File: config.mk
export PLATFORM = sky130hd
export DESIGN_NAME = adder_n
export DESIGN_NICKNAME = d
export VERILOG_FILES = /design/src/rtl/adder_n_pkg.sv /design/src/rtl/adder_n_cla4.sv /design/src/rtl/adder_n.sv
export SDC_FILE = /design/constraint.sdc
export NUM_CORES = 1
export LEC_CHECK = 0
export CORE_AREA = 2 2 63 65
export DETAILED_ROUTE_END_ITERATION = 10
export DIE_AREA = 0 0 65 67
export PLACE_DENSITY = 0.69
export SETUP_SLACK_MARGIN = 0.5
export SYNTH_ARGS = -nofsm -noshare
export SYNTH_HDL_FRONTEND = slang
export SYNTH_SLANG_ARGS = --single-unit
File: constraint.sdc
create_clock -name clk -period 0.8 [get_ports clk]
set_input_delay 0.12 -clock clk [delete_from_list [all_inputs] [get_ports clk]]
set_output_delay 0.12 -clock clk [all_outputs]
set_load 0.1 [all_outputs]
File: src/rtl/adder_n_pkg.sv
// Shared constants and helpers for the adder_n slice-chained adder.
package adder_n_pkg;

   localparam int ADDER_N_WIDTH_DEF = 17;
   localparam int SLICE_W           = 4;

   // Number of lookahead slices needed to cover w bits (last one may be partial).
   function automatic int num_slices(input int w);
      return (w + SLICE_W - 1) / SLICE_W;
   endfunction

endpackage

File: src/rtl/adder_n_cla4.sv
// Carry-lookahead slice of up to 4 bits; every carry is a flat sum-of-products of g/p/cin.
module adder_n_cla4
   import adder_n_pkg::*;
#(
   parameter int SW = SLICE_W
) (
   input  logic [SW-1:0] a,
   input  logic [SW-1:0] b,
   input  logic          cin,
   output logic [SW-1:0] sum,
   output logic          cout,
   output logic          cmsb
);

   logic [SW-1:0] g, p;
   logic [SW:0]   c;
   logic          allp, term;

   assign g = a & b;
   assign p = a ^ b;

   // c[i+1] = g[i] | p[i]g[i-1] | ... | p[i..0]cin, built without reference to c[i]
   always_comb begin
      c    = '0;
      allp = 1'b0;
      term = 1'b0;
      c[0] = cin;
      for (int i = 0; i < SW; i++) begin
         allp = cin;
         for (int j = 0; j <= i; j++) allp = allp & p[j];
         c[i+1] = allp;
         for (int k = 0; k <= i; k++) begin
            term = g[k];
            for (int j = k + 1; j <= i; j++) term = term & p[j];
            c[i+1] = c[i+1] | term;
         end
      end
   end

   assign sum  = p ^ c[SW-1:0];
   assign cout = c[SW];
   assign cmsb = c[SW-1];

endmodule

File: src/rtl/adder_n.sv
// WIDTH-bit adder built from chained lookahead slices, optional output register.
// Define ADDER_N_OVF_EN to add the signed-overflow output ovf.
module adder_n
   import adder_n_pkg::*;
#(
   parameter int WIDTH   = ADDER_N_WIDTH_DEF,
   parameter int REG_OUT = 1
) (
   input  logic             clk,
   input  logic             rst_n,
   input  logic             in_valid,
   input  logic [WIDTH-1:0] a,
   input  logic [WIDTH-1:0] b,
   input  logic             cin,
   output logic             out_valid,
   output logic [WIDTH-1:0] sum,
   output logic             cout
`ifdef ADDER_N_OVF_EN
   ,output logic            ovf
`endif
);

   localparam int NS = num_slices(WIDTH);

   logic [WIDTH-1:0] s_comb;
   logic [NS:0]      c;
   logic [NS-1:0]    cm;
   logic             unused_sink;

   assign c[0] = cin;

   for (genvar s = 0; s < NS; s++) begin : g_slice
      localparam int LO = s * SLICE_W;
      localparam int SW = (WIDTH - LO < SLICE_W) ? WIDTH - LO : SLICE_W;
      adder_n_cla4 #(.SW(SW)) u_cla (
         .a    (a[LO +: SW]),
         .b    (b[LO +: SW]),
         .cin  (c[s]),
         .sum  (s_comb[LO +: SW]),
         .cout (c[s+1]),
         .cmsb (cm[s])
      );
   end

   // Only the top slice's MSB carry matters; clk/rst_n are idle in the combinational build.
   assign unused_sink = ^{cm, clk, rst_n};

`ifdef ADDER_N_OVF_EN
   logic ovf_comb;
   assign ovf_comb = c[NS] ^ cm[NS-1];
`endif

   if (REG_OUT != 0) begin : g_reg
      always_ff @(posedge clk or negedge rst_n) begin
         if (!rst_n) begin
            out_valid <= 1'b0;
            sum       <= '0;
            cout      <= 1'b0;
`ifdef ADDER_N_OVF_EN
            ovf       <= 1'b0;
`endif
         end else begin
            out_valid <= in_valid;
            // Results only load on valid so idle/undefined operands never disturb them.
            if (in_valid) begin
               sum  <= s_comb;
               cout <= c[NS];
`ifdef ADDER_N_OVF_EN
               ovf  <= ovf_comb;
`endif
            end
         end
      end
   end else begin : g_comb
      assign out_valid = in_valid;
      assign sum       = s_comb;
      assign cout      = c[NS];
`ifdef ADDER_N_OVF_EN
      assign ovf       = ovf_comb;
`endif
   end

endmodule

-- Word level (Yosys, flattened, before mapping)
Index checks and enable logic that the tools add are counted.
- word-level logic and storage cells: 100
- register bits: 19
- bits of input ports: 38
- output and inout bits: 19
- bitwise gates (word level): 97
- operators by type and width (kind ; count):
    $and 1x1->1 ; 42
    $or 1x1->1 ; 41
    $xor 4x4->4 ; 8
    $and 4x4->4 ; 4
    $xor 1x1->1 ; 2

-- Logic depth before layout (Yosys ltp)
- depth after elaboration: 35
- depth in mapped cells: 19
- gate-level depth less buffers: 19

-- By module
Synthesis repeated with hierarchy kept, for this count alone.
- cell total of the unflattened synthesis: 105
- area, all modules: 1407.6 um^2
- by module, submodules not included (module ; cells an instance ; instances ; seq. area each (um^2) ; area each (um^2)):
    adder_n ; 39 ; 1 ; 475.5 ; 747.0
    adder_n_cla4 at g_slice[0].u_cla ... ; 15 ; 2 ; 0.0 ; 162.7
    adder_n_cla4 at g_slice[3].u_cla ; 19 ; 1 ; 0.0 ; 161.4
    adder_n_cla4 at g_slice[2].u_cla ; 15 ; 1 ; 0.0 ; 146.4
    adder_n_cla4 at g_slice[4].u_cla ; 2 ; 1 ; 0.0 ; 27.5

-- Worst setup path before layout
OpenSTA, ideal clock, no wires.
- path type: input-to-reg
- start point: in a[0]
- end point: reg sum[16]
- data required time: 717 ps
- stages: 19
- setup slack: -2865 ps
- arrival: 3582 ps
- cells stage by stage: ha_1 ha_1 o211ai_1 nand2_1 a21o_1 ha_1 o211ai_1 nand2_1 a21o_1 ha_1 o211ai_1 nand2_1 a21o_1 ha_1 o211ai_2 nand2_1 a21oi_1 fa_1 o21ai_0
- cells in the longest elaborated chain, start to end: 34
- elaborated cells on any way between the ends: 38
- ends and longest elaborated chain (item ; line ; text):
    start, declared ; adder_n.sv:12 ; input logic [WIDTH-1:0] a,
    $xor 4x4->4 ; adder_n_cla4.sv:20 ; assign p = a ^ b;
    $and 1x1->1 (4 in series) ; adder_n_cla4.sv:30 ; for (int j = 0; j <= i; j++) allp = allp & p[j];
    $or 1x1->1 * (4 in series) ; adder_n_cla4.sv:35 ; c[i+1] = c[i+1] | term;
    $and 1x1->1 * (4 in series) ; adder_n_cla4.sv:30 ;
    $or 1x1->1 * (4 in series) ; adder_n_cla4.sv:35 ;
    $and 1x1->1 * (4 in series) ; adder_n_cla4.sv:30 ;
    $or 1x1->1 * (4 in series) ; adder_n_cla4.sv:35 ;
    $and 1x1->1 * (4 in series) ; adder_n_cla4.sv:30 ;
    $or 1x1->1 * (4 in series) ; adder_n_cla4.sv:35 ;
    $xor 1x1->1 * ; adder_n_cla4.sv:40 ; assign sum = p ^ c[SW-1:0];
    end signal, assigned ; adder_n.sv:66 ; sum <= s_comb;
    end, declared ; adder_n.sv:16 ; output logic [WIDTH-1:0] sum,
Mark *: on every way between the ends. The rest lies on a longest branch, timed or not.
A chain may end at the register's enable or synchronous reset.

-- Final worst setup path
- start point: in b[0]
- end point: reg sum[16]
- cells in the longest elaborated chain, start to end: 34
- elaborated cells on any way between the ends: 38
- ends and longest elaborated chain (item ; line ; text):
    start, declared ; adder_n.sv:13 ; input logic [WIDTH-1:0] b,
    $xor 4x4->4 ; adder_n_cla4.sv:20 ;
    $and 1x1->1 (4 in series) ; adder_n_cla4.sv:30 ;
    $or 1x1->1 * (4 in series) ; adder_n_cla4.sv:35 ;
    $and 1x1->1 * (4 in series) ; adder_n_cla4.sv:30 ;
    $or 1x1->1 * (4 in series) ; adder_n_cla4.sv:35 ;
    $and 1x1->1 * (4 in series) ; adder_n_cla4.sv:30 ;
    $or 1x1->1 * (4 in series) ; adder_n_cla4.sv:35 ;
    $and 1x1->1 * (4 in series) ; adder_n_cla4.sv:30 ;
    $or 1x1->1 * (4 in series) ; adder_n_cla4.sv:35 ;
    $xor 1x1->1 * ; adder_n_cla4.sv:40 ;
Marked as above.

==> metrics <==
max-slew violations=0; Clock Path Buffers=2; Skew-Pair Late Insertion Delay=0.25 ns; core area=3610 um^2; most frequent cells in the layout=buf_4, clkdlybuf4s50_1, buf_12; first-pass GRT wire length=7160 um; met1 usage=22.7%; commonest non-fill, non-tap cell in the layout=buf_4; cell area power density=1950 nW/um^2; Critical Path AT=3.63 ns; grt ovf=0; Slew headroom=80.7%; Gate Count Post-Synth=119; flops & latches, synth=19; post-route ant nets=0; max-cap check violation count=0; crit path time final=3.46 ns; Post-Syn Nets=182; Area Overhead vs Synth=120%; initial antenna violation count=0; Die ar.=4360 um^2; Top Usage Layer GRT=met2; crit path from=b[0]; DR pass1 iterations=4; antenna cell count=0; WS Path Type=in2reg; CTS Buf Count=3; Yosys warnings=0; routed wire length=4680 um; Max rail drop VDD=1.31 mV; FP Rows=22; placed cell areas=2510 um^2; vias per cell=5.19; IO buf count=56; final setup margin=-2.66 ns; top cell type's share of synthesized area=35.7%; H-tree depth=1; P_leak=1.33 nW; worst hold path type=in2async; Die Wd=65 um; global routing usage on met3=3.04%; register area share after synthesis=35.7%; Sum Neg Setup Slack=-31.94 ns; RD Place Congestion=0.811; Pwr Total=5.70 mW; IO Count=57; CTS tree=built; CP max FO=2; outcome=complete, but fails checks; wire per inst=16.3 um; First DRT Iteration DRCs=60; DRC errors left=0; area leader, netlist=dfrtp_1; reg2reg start=sum[12]; fin area=2920 um^2; Finished Core Util=81.1%; M2 GR Usage=43.3%; Final period util=432%; top cells by area, synth=dfrtp_1, ha_1, fa_1, o21a_1, a21oi_1; Achievable Freq=289 MHz; RSZ-0062 raised after global routing=true; Final Skew=0 ns; vias in the first global route=1599; Setup crit start kind=primary input; Worst Max-Slew Pin Slew=0.289 ns; Hold WS=-0.0352 ns; Post-Syn Area=1330 um^2; Post-DP HPWL=2990 um; Initial Utilization=36.9%; CP endpoint kind=flip-flop; layout cells sized above 1=59.7%; GRT Util Overall=21.5%; Hold Violations, Final=10; clk root buf=clkbuf_8; Vias=1485; Final setup viols=37; largest net degree at the start of global routing=13; Netlist cell types=23; Worst-path clk slew=0.07 ns; WP data required=0.98 ns; Final nets=302; Vert. Die Dim=67 um; Sink Count=19; failing checks=negative hold slack, negative setup slack; syn avg cell area=11.2 um^2
-- Yosys cell counts --
library cell and count:
xnor2_1 4, inv_2 1, buf_2 2, and4_1 4, a211oi_1 3, mux2_2 4
ha_1 20, o211ai_1 3, nand2_1 10, fa_1 5, a21o_1 3, o21ai_0 2
a21oi_1 9, a211o_1 4, a211oi_2 1, o31ai_1 4, nor2_1 4, o211ai_2 1
dfrtp_1 19, inv_1 2, buf_6 2, nor3_1 4, o21a_1 8
-- worst max-delay path: stages --
cell and delay (ns):
buf_8 0.10, ha_4 0.23, ha_4 0.15, o211ai_1 0.22, nand2_1 0.10, a21o_1 0.19, ha_2 0.18, o211ai_1 0.20
nand2_1 0.08, a21o_1 0.19, ha_2 0.18, o211ai_1 0.25, nand2_1 0.08, a21o_1 0.19, ha_2 0.18, o211ai_2 0.17
nand2_1 0.08, a21oi_2 0.15, fa_1 0.43, o21ai_1 0.14
-- power by group --
group | total [mW] | leakage, nW | internal [mW] | switching, mW
Combinational | 3.56 | 1.10 | 1.59 | 1.97
Sequential | 1.46 | 0.207 | 1.25 | 0.218
Clock | 0.675 | 0.0228 | 0.354 | 0.322
Total | 5.70 | 1.33 | 3.19 | 2.51
-- what timing repair did --
item                                   CTS  global route
buffers inserted                        17             8
resized for setup                       59            16
endpoints found under the hold margin   10            10
cloned                                   1             0
setup endpoints to repair               57            37
pin swaps                               40            21
-- registers in the layout, summed over array words and instances (netlist names) --
| register | count |
|---|---|
| cout | 1 |
| sum | 17 |
| out_valid | 1 |
-- logic make-up after synthesis --
family / share of synthesized area [%]
flops: 35.7
xor+xnor: 2.63
mux: 3.39
fa+ha+maj: 26.3
buf+inv: 3.29
compound gates: 20.5
simple gates: 8.09
-- worst paths after layout --
| check | endpoint | slack [ns] | cells past startpoint |
|---|---|---|---|
| worst max register to register | sum[12] | -0.20 | 2 |
| worst max-delay path | sum[16] | -2.66 | 20 |
| max in group asynchronous | sum[15] | 0.58 | 2 |
| min in group clk | out_valid | 0.16 | 2 |
| worst min register to register | sum[2] | 0.57 | 2 |
| worst min-delay path | sum[4] | -0.04 | 2 |
-- metrics by stage --
stage                     worst slack [ns]  instances
after CTS                            -2.62        278
after global routing                 -2.85        286
final                                -2.66        286
after detailed placement             -3.33        256
after floorplan                      -2.61        119
after global placement               -3.23        256
-- layer usage --
metal / vias to the layer above / wire, um / part of all wire [%]
met5: - / 0 / 0
li1: 678 / - / -
met3: 11 / 191 / 4.1
met2: 49 / 2630 / 56
met1: 747 / 1740 / 37
met4: 0 / 117 / 2.5
-- cell type report --
type / instances / area, um^2
Timing Repair Buffer: 119 / 1290
Multi-Input combinational cell: 93 / 968
Fill cell: 199 / 683
Sequential cell: 19 / 543
Tap cell: 48 / 60.1
Clock buffer: 4 / 45.0
Inverter: 3 / 11.3
Power figures use the tool's default switching activity.
